### config.mk
export PLATFORM = sky130hd
export DESIGN_NAME = count_run_arbiter
export DESIGN_NICKNAME = d
export VERILOG_FILES = /design/src/rtl/count_arb_pkg.sv /design/src/rtl/run_counter.sv /design/src/rtl/count_run_arbiter.sv
export SDC_FILE = /design/constraint.sdc
export NUM_CORES = 1
export LEC_CHECK = 0
export CORE_ASPECT_RATIO = 0.5
export CORE_MARGIN = 5
export CORE_UTILIZATION = 50
export CTS_CLUSTER_SIZE = 40
export DETAILED_ROUTE_END_ITERATION = 12
export DONT_BUFFER_PORTS = 1
export HOLD_SLACK_MARGIN = 0.05
export PLACE_DENSITY_LB_ADDON = 0.15
export SLEW_MARGIN = 20
export SYNTH_ARGS = -nofsm -noshare
export SYNTH_HDL_FRONTEND = slang
export SYNTH_SLANG_ARGS = --single-unit
### constraint.sdc
create_clock -name clk -period 4.1 [get_ports clk]
set_clock_uncertainty 0.05 [all_clocks]
set_input_delay 0 -clock clk [delete_from_list [all_inputs] [get_ports clk]]
set_output_delay 0 -clock clk [all_outputs]
set_load 0.005 [all_outputs]
### src/rtl/count_arb_pkg.sv
// rtl/count_arb_pkg.sv - shared types, reset constants and round-robin pick for count_run_arbiter
package count_arb_pkg;

  typedef enum logic [1:0] {IDLE, GRANT, RUN, DONE} state_t;

  localparam state_t RST_STATE = IDLE;
  localparam int     MAX_N     = 32;
  localparam int     MAX_NW    = 5;

  // One-hot of the first set request at or after ptr, wrapping at n.
  function automatic logic [MAX_N-1:0] rr_pick(input logic [MAX_N-1:0] req,
                                               input int unsigned n,
                                               input int unsigned ptr);
    logic [MAX_N-1:0] pick;
    int unsigned      idx;
    pick = '0;
    for (int unsigned k = 0; k < MAX_N; k++) begin
      if (k < n) begin
        idx = ptr + k;
        if (idx >= n) idx = idx - n;
        if (pick == '0 && req[idx[MAX_NW-1:0]]) pick[idx[MAX_NW-1:0]] = 1'b1;
      end
    end
    return pick;
  endfunction

endpackage

### src/rtl/run_counter.sv
// rtl/run_counter.sv - W-bit up-counter with synchronous clear and enable
module run_counter #(
  parameter int W = 8
) (
  input  logic         clk,
  input  logic         rst,
  input  logic         clr,
  input  logic         en,
  output logic [W-1:0] count
);

  always_ff @(posedge clk or negedge rst) begin
    if (!rst)     count <= '0;
    else if (clr) count <= '0;
    else if (en)  count <= count + 1'b1;
  end

endmodule

### src/rtl/count_run_arbiter.sv
// rtl/count_run_arbiter.sv - round-robin sequencer of one shared run counter
// Optional owner-abort support: define COUNT_RUN_ARBITER_ABORT_EN.
module count_run_arbiter
  import count_arb_pkg::*;
#(
  parameter int N = 4,
  parameter int W = 8
) (
  input  logic           clk,
  input  logic           rst,
  input  logic [N-1:0]   req,
  input  logic [N*W-1:0] len,
  output logic [N-1:0]   grant,
  output logic           busy,
  output logic [W-1:0]   count,
  output logic [N-1:0]   done,
  output logic           aborted
);

  localparam int PW = (N > 1) ? $clog2(N) : 1;

  state_t           state_q, state_d;
  logic [PW-1:0]    ptr_q, owner_q, pick_idx;
  logic [W-1:0]     len_q;
  logic [MAX_N-1:0] req_ext, pick_ext;
  logic             clr, en, run_end, owner_drop;

  always_comb begin
    req_ext        = '0;
    req_ext[N-1:0] = req;
    pick_ext       = rr_pick(req_ext, N, 32'(ptr_q));
    pick_idx       = '0;
    for (int i = 0; i < MAX_N; i++)
      if (pick_ext[i]) pick_idx = PW'(i);
  end

`ifdef COUNT_RUN_ARBITER_ABORT_EN
  logic abort_q;
  assign owner_drop = !req[owner_q];
  assign aborted    = abort_q;
`else
  assign owner_drop = 1'b0;
  assign aborted    = 1'b0;
`endif

  assign run_end = (count == len_q);

  always_comb begin
    state_d = state_q;
    clr     = 1'b0;
    en      = 1'b0;
    unique case (state_q)
      IDLE:  if (|req) state_d = GRANT;
      GRANT: begin
        clr     = 1'b1;
        state_d = owner_drop ? DONE : RUN;
      end
      RUN: begin
        // an aborted run stops with the counter frozen where it was
        if (owner_drop || run_end) state_d = DONE;
        else                       en      = 1'b1;
      end
      DONE:  state_d = IDLE;
      default: state_d = IDLE;
    endcase
  end

  always_ff @(posedge clk or negedge rst) begin
    if (!rst) begin
      state_q <= RST_STATE;
      ptr_q   <= '0;
      owner_q <= '0;
      len_q   <= '0;
    end else begin
      state_q <= state_d;
      if (state_q == IDLE && |req) owner_q <= pick_idx;
      if (state_q == GRANT)        len_q   <= len[owner_q*W +: W];
      if (state_q == DONE)
        ptr_q <= (owner_q == PW'(N-1)) ? '0 : owner_q + 1'b1;
    end
  end

`ifdef COUNT_RUN_ARBITER_ABORT_EN
  always_ff @(posedge clk or negedge rst) begin
    if (!rst) abort_q <= 1'b0;
    else      abort_q <= (state_q == GRANT || state_q == RUN) && owner_drop;
  end
`endif

  run_counter #(.W(W)) u_run_counter (
    .clk   (clk),
    .rst   (rst),
    .clr   (clr),
    .en    (en),
    .count (count)
  );

  assign busy  = (state_q != IDLE);
  assign grant = busy ? (N'(1) << owner_q) : '0;
  assign done  = (state_q == DONE) ? (N'(1) << owner_q) : '0;

endmodule
==> results of run 1 <==
## Yosys cell counts (4+ instances only)
cell,instances,share of area
dfrtp_1,22,0.29
ha_1,17,0.11
xor2_1,12,0.055
nor2_1,11,0.022
mux4_2,9,0.11
nand2_1,9,0.018
inv_1,8,0.016
mux2_2,8,0.047
nand3_1,6,0.016
nor2b_1,5,0.016
a21oi_1,4,0.010
and2_1,4,0.013
clkbuf_1,4,0.0078
nor3_1,4,0.010
o21ai_0,4,0.010
## metal layers
metal,wire length (um),up-vias
met4,22,0
met3,230,2
met2,2118,36
li1,-,689
met5,0,-
met1,1772,682
## logic make-up after synthesis
kind of cell | after synthesis | share of synthesized area
simple gates | 61 | 0.1832
compound gates | 27 | 0.1056
fa+ha+maj | 17 | 0.1108
mux | 22 | 0.1982
buf+inv | 19 | 0.04497
other cells | 1 | 0.001954
xor+xnor | 15 | 0.06845
flops | 22 | 0.2868
## state kept, by name (all words and copies together), names as in the netlist
name / flops
len_q: 8
u_run_counter.count: 8
owner_q: 2
ptr_q: 2
state_q: 2
## through the flow
step	hold WS, ns	cells	total power, mW
floorplan	-0.3456	184	1.128
global route	0.05988	244	1.680
CTS	0.05035	239	1.535
finish	0.06387	244	1.540
detailed placement	-0.3450	225	1.281
global placement	-0.3451	225	1.271
## path summary, 6_finish.rpt
| kind | cells past startpoint | from | to |
|---|---|---|---|
| setup / recovery | 7 | ptr_q[0] | owner_q[0] |
| hold reg to reg | 1 | len_q[3] | len_q[3] |
| hold / removal | 2 | len[2] | len_q[2] |
| setup reg to reg | 7 | ptr_q[0] | owner_q[0] |
| min in group asynchronous | 2 | rst | state_q[0] |
| max in group asynchronous | 2 | rst | u_run_counter.count[1] |
## cell type report
cell class / count / area share
Tap cell: 51 / 0.02972
Clock buffer: 3 / 0.01923
Sequential cell: 22 / 0.2564
Multi-Input combinational cell: 143 / 0.5973
Clock inverter: 1 / 0.01399
Timing Repair Buffer: 15 / 0.06760
Inverter: 9 / 0.01573
## worst reg2reg max path, delay by kind of cell, from the launching register on
kind	cells	cell delay, ns
flops	1	0.62
buf+inv	1	0.22
compound gates	4	0.80
fa+ha+maj	1	0.41
simple gates	1	0.43
## power groups by stage
| stage | clock (mW) | sequential (mW) | combinational (mW) |
|---|---|---|---|
| 3_3_place_gp | 0 | 0.441 | 0.830 |
| 6_report | 0.207 | 0.438 | 0.895 |
| 5_1_grt | 0.222 | 0.461 | 0.997 |
| 4_1_cts | 0.210 | 0.444 | 0.881 |
| 2_1_floorplan | 0 | 0.368 | 0.759 |
| 3_5_place_dp | 0 | 0.450 | 0.831 |
==> impl_metrics.yaml, run 1 <==
layout:
  post-route-util: 0.6021
  diodes: 0
  final_common_cell: "dfrtp_1"
  fill_cells: 309
  fin_nets: 249
  layout-drive-gt1-share: 0.1554
  final_area_um2: 2147
  seqCellArea_um2: 550.5
  mostFrequentLayoutCells: "dfrtp_1 (22), ha_1 (17), dlygate4sd3_1 (14)"
  multiInputGateArea_um2: 1282
  area_growth_pct: 11.86
global_route:
  antenna_found_initial: 0
  grt_max_degree: 23
  met1_usage: 0.1994
  grt_usage: 0.1662
  grt_util_met2: 0.3073
  grt_pass1_wl_mm: 6.941
  overflow: 0
  grt_pass1_vias: 1437
  busiest_layer: "met2"
  gr-usage-met3: 0.04657
cts:
  clkLatencyLatePin_ns: 0.27
  cts_tree: "built"
  cts-root-buf: "clkbuf_8"
  cts_buffers: 3
  cts-resized-gates: 0
  clk_path_buf_depth: 2
  h-tree-depth: 1
  hold_buffers: 10
  post_cts_buffers: 0
  clock-sinks: 22
  clkTransAtPathRegs_ns: 0.08
routing:
  num_vias: 1409
  first_pass_iters: 4
  wl_mm: 4.143
  dr.first_iter.drc_count: 78
  viasPerCell: 5.775
  drc: 0
  ant_nets: 0
  wl_per_cell_um: 16.98
logic_synthesis:
  synth.avg_cell_area_um2: 10.43
  synth-seq-cells: 22
  synth_edf_count: 0
  synth_ff_type: "dfrtp_1"
  synth_seq_area_share: 0.2868
  yosysUniqueCellTypes: 55
  synthesis.nets: 239
  synthCells: 184
  yosysWarningCount: 0
  async_flop_share: 1.000
  syn-cell-area_um2: 1919
power_and_ir_drop:
  power_frac_clock: 0.134
  ir_worst_vdd_v: 0.0002913
  intPower_uw: 891.9
  power_density_nw_per_um2: 717.3
  power_leakage_nw: 0.9312
  power_frac_comb: 0.581
  swShare: 0.4209
  power_switching_uw: 648.2
  sequentialPowerShare: 0.285
setup_path:
  arrival_ns: 2.75
  cp_max_fo: 11
  cp_num_buf_inv: 1
  crit_type: "flip-flop to flip-flop"
  max_stage_delay_ns: 0.62
  cp.required_ns: 4.23
  crit_family: "compound AO/OA/AOI/OAI gates"
  critPathLaunchType: "flip-flop"
  regToRegSetupSlack_ns: 1.48
  crit_chain: "inv_1 -> ha_1 -> or3_1 -> a31oi_1 -> a21oi_1 -> o31a_1 -> a221oi_2"
  slowest_stage: "dfrtp_1"
  cp-end-kind: "flip-flop"
sta:
  layout_setup_ws_ns: 1.483
  rsz0062_at_grt: "false"
  fmax_ghz: 0.3821
  setup-violations-final: 0
  fin_crit_ns: 2.617
  hold_viol: 0
  worst_pin_slew_ns: 0.6555
  maxSlewViolCount: 0
  final.period_utilization: 0.6383
  tns_ns: 0
  max-slew-margin-rel: 0.5630
placement:
  dp_slack_ns: 1.474
  place.gp.congestion: 0.8632
  place_area_um2: 1931
  hpwlAfterDp_mm: 3.130
  port_buffers: 0
status:
  status: "finished, final reports clean"
die:
  die_x_um: 97.62
  die_height_um: 53.81
  initial_core_util: 0.5382
  io_pins: 56
  core.rowCount: 15
  dieArea_um2: 5253
  coreArea_um2: 3566
flow_run:
  drv_cap: 0
worst_hold_path:
  hold_path_class: "input pin to flip-flop"
(Power assumes the default switching activity.)
==> run 2: changes to the inputs <==
Settings changed: ABC_AREA set to 1.
Clock period 4.1 ns to 2.2 ns, I/O delays scaled along.
==> impl_metrics.yaml, run 2 <==
routing:
  drc: 0
  num_vias: 1960
  ant_nets: 0
  dr.first_iter.drc_count: 99
  first_pass_iters: 4
  wl_mm: 5.155
  wl_per_cell_um: 13.64
  viasPerCell: 5.185
global_route:
  grt_usage: 0.1992
  antenna_found_initial: 0
  overflow: 0
  grt_pass1_wl_mm: 8.369
  grt_max_degree: 23
  grt_pass1_vias: 1882
setup_path:
  arrival_ns: 2.45
  crit_type: "flip-flop to flip-flop"
  cp_max_fo: 4
  cp-end-kind: "flip-flop"
  critPathLaunchType: "flip-flop"
  cp.required_ns: 2.29
cts:
  h-tree-depth: 1
  cts-root-buf: "clkbuf_8"
  clk_path_buf_depth: 2
  clkTransAtPathRegs_ns: 0.09
  cts_buffers: 3
  clock-sinks: 22
  clkLatencyLatePin_ns: 0.27
  cts_tree: "built"
sta:
  fin_crit_ns: 2.356
  maxSlewViolCount: 0
  whs_ns: 0.1782
  layout_setup_ws_ns: -0.1557
  fmax_ghz: 0.4245
  final.period_utilization: 1.071
  max-slew-margin-rel: 0.6549
  hold_viol: 0
  worst_pin_slew_ns: 0.5171
  rsz0062_at_grt: "true"
  setup-violations-final: 2
die:
  coreArea_um2: 3547
  core.rowCount: 15
  initial_core_util: 0.5340
  die_x_um: 97.05
  io_pins: 56
  dieArea_um2: 5194
  die_height_um: 53.53
layout:
  layout-drive-gt1-share: 0.2049
  instances_no_fill: 378
  mostFrequentLayoutCells: "nor2_1 (55), nand2_1 (40), inv_1 (33)"
  post-route-util: 0.7157
  diodes: 0
  fin_nets: 382
  area_growth_pct: 34.02
  reg.largest.list: "len_q x8, u_run_counter.count x8"
  final_common_cell: "nor2_1"
worst_hold_path:
  hold_path_class: "input pin to async pin"
logic_synthesis:
  synth_top_area_frac: 0.2906
  synth.avg_cell_area_um2: 6.765
  syn-cell-area_um2: 1894
  synth_ff_type: "dfrtp_1"
  synthesis.nets: 334
  synth-seq-cells: 22
  synth_seq_area_share: 0.2906
  synth_area_leaders: "dfrtp_1 (29%), nor2_1 (11%), ha_1 (11%)"
  yosysMostFrequentCell: "nor2_1"
  yosysTopAreaCell: "dfrtp_1"
  yosysWarningCount: 0
  synthCells: 280
  yosysUniqueCellTypes: 31
  async_flop_share: 1.000
  synth_edf_count: 0
  yosys-top-cells-count: "nor2_1 (58), nand2_1 (44), inv_1 (34)"
placement:
  hpwlAfterDp_mm: 3.426
  dp_cells: 337
  port_buffers: 0
  place.gp.congestion: 0.8483
status:
  violations: "setup timing"
  status: "finished with violations"
flow_run:
  drv_cap: 0
power_and_ir_drop:
  power_density_nw_per_um2: 1492
  power_leakage_nw: 1.199
  ir_worst_vdd_v: 0.0005664
==> run 2: changes by cell type in the layout (fill, tap and decap cells not counted), moves of 5 or more <==
cell | before | now
nor2_1 | 11 | 55
nand2_1 | 9 | 40
inv_1 | 8 | 33
o21ai_0 | 4 | 24
buf_4 | 0 | 19
dlygate4sd3_1 | 14 | 30
nand2_2 | 0 | 12
nand3_2 | 0 | 12
mux4_2 | 9 | 0
xor2_1 | 12 | 3
mux2_2 | 8 | 0
nor2b_1 | 5 | 0
==> run 2: routing by layer <==
metal	vias to the layer above	global-route usage	share of wire
met5	-	0	0
met4	0	0.05594	0.015
met3	8	0.04211	0.042
met2	50	0.3836	0.52
met1	920	0.2310	0.42
li1	982	-	-
==> run 2: final cells by class <==
class                           count  area [um2]
Multi-Input combinational cell    212        1271
Fill cell                         282        1008
Sequential cell                    22       551.8
Clock buffer                        4       55.05
Inverter                           39       148.9
Tap cell                           51       63.81
Timing Repair Buffer               50       447.9
==> run 2: through the flow <==
stage | setup WS [ns] | cell area (um2) | power, mW | setup TNS, ns
3_5_place_dp | -0.1009 | 2042 | 2.917 | -0.1676
6_report | -0.1557 | 2539 | 3.788 | -0.2964
4_1_cts | -0.03504 | 2441 | 3.509 | -0.06817
2_1_floorplan | 0.002070 | 1911 | 2.367 | 0
3_3_place_gp | -0.01077 | 2042 | 2.854 | -0.01077
5_1_grt | -0.2861 | 2539 | 4.149 | -0.5524
==> run 2: worst max-delay path, stage by stage, from the launching register on <==
cell	delay, ns
dfrtp_1	0.43
buf_4	0.15
buf_4	0.13
buf_4	0.13
nand3_2	0.07
nand2_2	0.06
nor2_4	0.13
nor2_4	0.06
nand3_2	0.08
nand3_2	0.09
nor2_4	0.16
nand3_2	0.08
nand2_1	0.10
nor2_2	0.04
nand3_2	0.09
nor2_1	0.05
nor2_1	0.13
nand2_1	0.07
nand2_1	0.05
o21ai_1	0.06
==> run 2: path summary, 6_finish.rpt <==
| path | startpoint | end | slack (ns) | cells after the start |
|---|---|---|---|---|
| max reg2reg | ptr_q[1] | owner_q[1] | -0.16 | 19 |
| min reg2reg | len_q[1] | len_q[1] | 0.51 | 2 |
| min | rst | len_q[7] | 0.18 | 2 |
| max in group asynchronous | rst | ptr_q[0] | 1.55 | 2 |
| max | ptr_q[1] | owner_q[1] | -0.16 | 19 |
| min in group clk | req[3] | owner_q[0] | 0.35 | 10 |
==> run 2: cells by family (layout without fill, tap and decap cells) <==
logic type               Yosys count  after routing  synth area share
AO/OA/AOI/OAI                     46             46            0.1420
flip-flops                        22             22            0.2906
adder cells (fa/ha/maj)           16             16            0.1057
buffers and inverters             46             93           0.09313
AND/OR/NAND/NOR                  142            142            0.3342
XOR/XNOR                           7              7           0.03237
other                              1              1          0.001980
==> run 2: report_power, final <==
group / internal [mW] / switching (mW)
registers: 0.573 / 0.161
logic: 1.20 / 1.55
clock network: 0.160 / 0.141
total: 1.93 / 1.85
==> run 2: timing repair <==
action / in CTS / in global routing
gates resized for setup: 4 / 18
endpoints found under the setup margin: 2 / 2
hold buffers: 30 / 1
hold endpoints to repair: 32 / 22
setup buffers: 3 / 3
pin swaps: 4 / 22
==> run 3: changes to the inputs <==
Settings changed: REMOVE_ABC_BUFFERS set to 1.
==> impl_metrics.yaml, run 3 (synthesized netlist as in run 2, its figures left out) <==
status:
  status: "finished with violations"
  violations: "setup timing"
routing:
  dr.first_iter.drc_count: 67
  routed.top_layer: "met4"
  ant_nets: 0
  num_vias: 1986
  met2_length_mm: 2.829
  drc: 0
  wl_per_cell_um: 14.01
  wirelength_met1_mm: 2.098
  routed-wl-met3_um: 313
  wl_mm: 5.308
  viasPerCell: 5.240
  first_pass_iters: 4
power_and_ir_drop:
  power_leakage_nw: 1.203
  power.total_mw: 3.919
  ir_worst_vdd_v: 0.0006679
  power_density_nw_per_um2: 1527
cts:
  h-tree-depth: 1
  cts-root-buf: "clkbuf_8"
  clock-sinks: 22
  cts_buffers: 3
  clk_path_buf_depth: 2
  cts_tree: "built"
  clkTransAtPathRegs_ns: 0.08
  clkLatencyLatePin_ns: 0.27
sta:
  max-slew-margin-rel: 0.5394
  worst_pin_slew_ns: 0.6846
  hold_viol: 0
  setup-violations-final: 2
  fin_crit_ns: 2.324
  rsz0062_at_grt: "true"
  maxSlewViolCount: 0
  final.period_utilization: 1.056
  layout_setup_ws_ns: -0.1241
  fmax_ghz: 0.4303
layout:
  area_growth_pct: 35.47
  final_area_um2: 2566
  mostFrequentLayoutCells: "nor2_1 (56), nand2_1 (40), inv_1 (33)"
  diodes: 0
  reg.largest.list: "len_q x8, u_run_counter.count x8"
  layout-drive-gt1-share: 0.2012
  final_common_cell: "nor2_1"
  fin_nets: 383
die:
  dieArea_um2: 5194
  io_pins: 56
  core.rowCount: 15
  initial_core_util: 0.5340
  die_x_um: 97.05
  coreArea_um2: 3547
  die_height_um: 53.53
setup_path:
  critPathLaunchType: "flip-flop"
  max_stage_delay_ns: 0.40
  crit_type: "flip-flop to flip-flop"
  regToRegSetupSlack_ns: -0.12
  cp_num_buf_inv: 2
  arrival_ns: 2.43
  cp.required_ns: 2.30
  crit_chain: "inv_2 -> ha_4 -> inv_2 -> nand3_2 -> nand2_2 -> nand2_2 -> nor2_4 -> nand3_2 -> nand2_4 -> nor2_4 -> nand3_2 -> nand2_2 -> nor2_4 -> nand3_4 -> nor2_2 -> nor2_1 -> nand2_1 -> nand2_1 -> nand2_1 -> nand2_1"
  cp_max_fo: 5
  slowest_stage: "dfrtp_1"
  cp_common_cell: "nand2_1"
  cp-end-kind: "flip-flop"
  crit_family: "simple AND/OR/NAND/NOR gates"
worst_hold_path:
  hold_path_class: "input pin to flip-flop"
global_route:
  grt_max_degree: 23
  grt_usage: 0.2103
  grt_pass1_vias: 2024
  overflow: 0
  antenna_found_initial: 0
  grt_pass1_wl_mm: 8.756
placement:
  port_buffers: 0
  place_area_um2: 2041
  hpwlAfterDp_mm: 3.459
  place.gp.congestion: 0.8632
flow_run:
  drv_cap: 0
[run 3: cell count changes in the layout (fill, tap and decap cells not counted), sizes merged]
| cell | previous run | this run |
|---|---|---|
| bufinv | 0 | 1 |
| clkbuf | 4 | 3 |
| dlygate4sd3 | 30 | 31 |
[run 3: worst register-to-register path, stage by stage (launching register included)]
cell and delay (ns):
dfrtp_1 0.40, inv_2 0.12, ha_4 0.23, inv_2 0.06, nand3_2 0.07, nand2_2 0.07, nand2_2 0.06, nor2_4 0.18
nand3_2 0.12, nand2_4 0.11, nor2_4 0.06, nand3_2 0.06, nand2_2 0.08, nor2_4 0.13, nand3_4 0.09, nor2_2 0.09
nor2_1 0.05, nand2_1 0.05, nand2_1 0.04, nand2_1 0.05, nand2_1 0.05
[run 3: metrics by stage]
| step | hold WS [ns] | setup TNS (ns) | worst slack [ns] | cells | util |
|---|---|---|---|---|---|
| global route | 0.06191 | -0.6212 | -0.3128 | 379 | 0.7235 |
| floorplan | -0.3456 | -0.2488 | -0.1562 | 273 | - |
| global placement | -0.3451 | -0.005762 | -0.005762 | 339 | 0.5753 |
| finish | 0.06368 | -0.2469 | -0.1241 | 379 | 0.7235 |
| CTS | 0.06026 | -0.1217 | -0.07775 | 377 | 0.6981 |
| detailed placement | -0.3451 | -0.2503 | -0.1490 | 339 | 0.5753 |
[run 3: what timing repair did]
action | 4_1_cts | 5_1_grt
pin swaps | 6 | 16
gates cloned | 0 | 0
hold buffers | 31 | 1
setup endpoints to repair | 2 | 2
gates resized for setup | 6 | 18
setup buffers | 3 | 1
hold endpoints to repair | 31 | 22
[run 3: layer usage]
metal | global-route usage | vias up
met3 | 0.04605 | 10
met5 | 0 | -
met1 | 0.2103 | 918
li1 | - | 988
met2 | 0.4521 | 70
met4 | 0.05828 | 0
[run 3: power breakdown]
| group | total [mW] | internal (mW) | switching, mW |
|---|---|---|---|
| Sequential | 0.721 | 0.572 | 0.149 |
| Combinational | 2.81 | 1.21 | 1.61 |
| Clock | 0.386 | 0.243 | 0.143 |
| Total | 3.92 | 2.02 | 1.90 |
[run 3: layout make-up]
class                           count  area (um2)
Tap cell                           51       63.81
Inverter                           39       146.4
Clock buffer                        3       41.29
Sequential cell                    22       550.5
Fill cell                         270       980.9
Multi-Input combinational cell    212        1276
Clock inverter                      1       30.03
Timing Repair Buffer               51       457.9
[run 3: worst paths after layout]
check	start	to	cells after the start
worst max register to register	ptr_q[0]	owner_q[0]	20
worst min-delay path	req[2]	owner_q[1]	3
worst min register to register	len_q[1]	len_q[1]	2
min in group asynchronous	rst	len_q[4]	2
worst max-delay path	ptr_q[0]	owner_q[0]	20
max in group asynchronous	rst	owner_q[1]	2
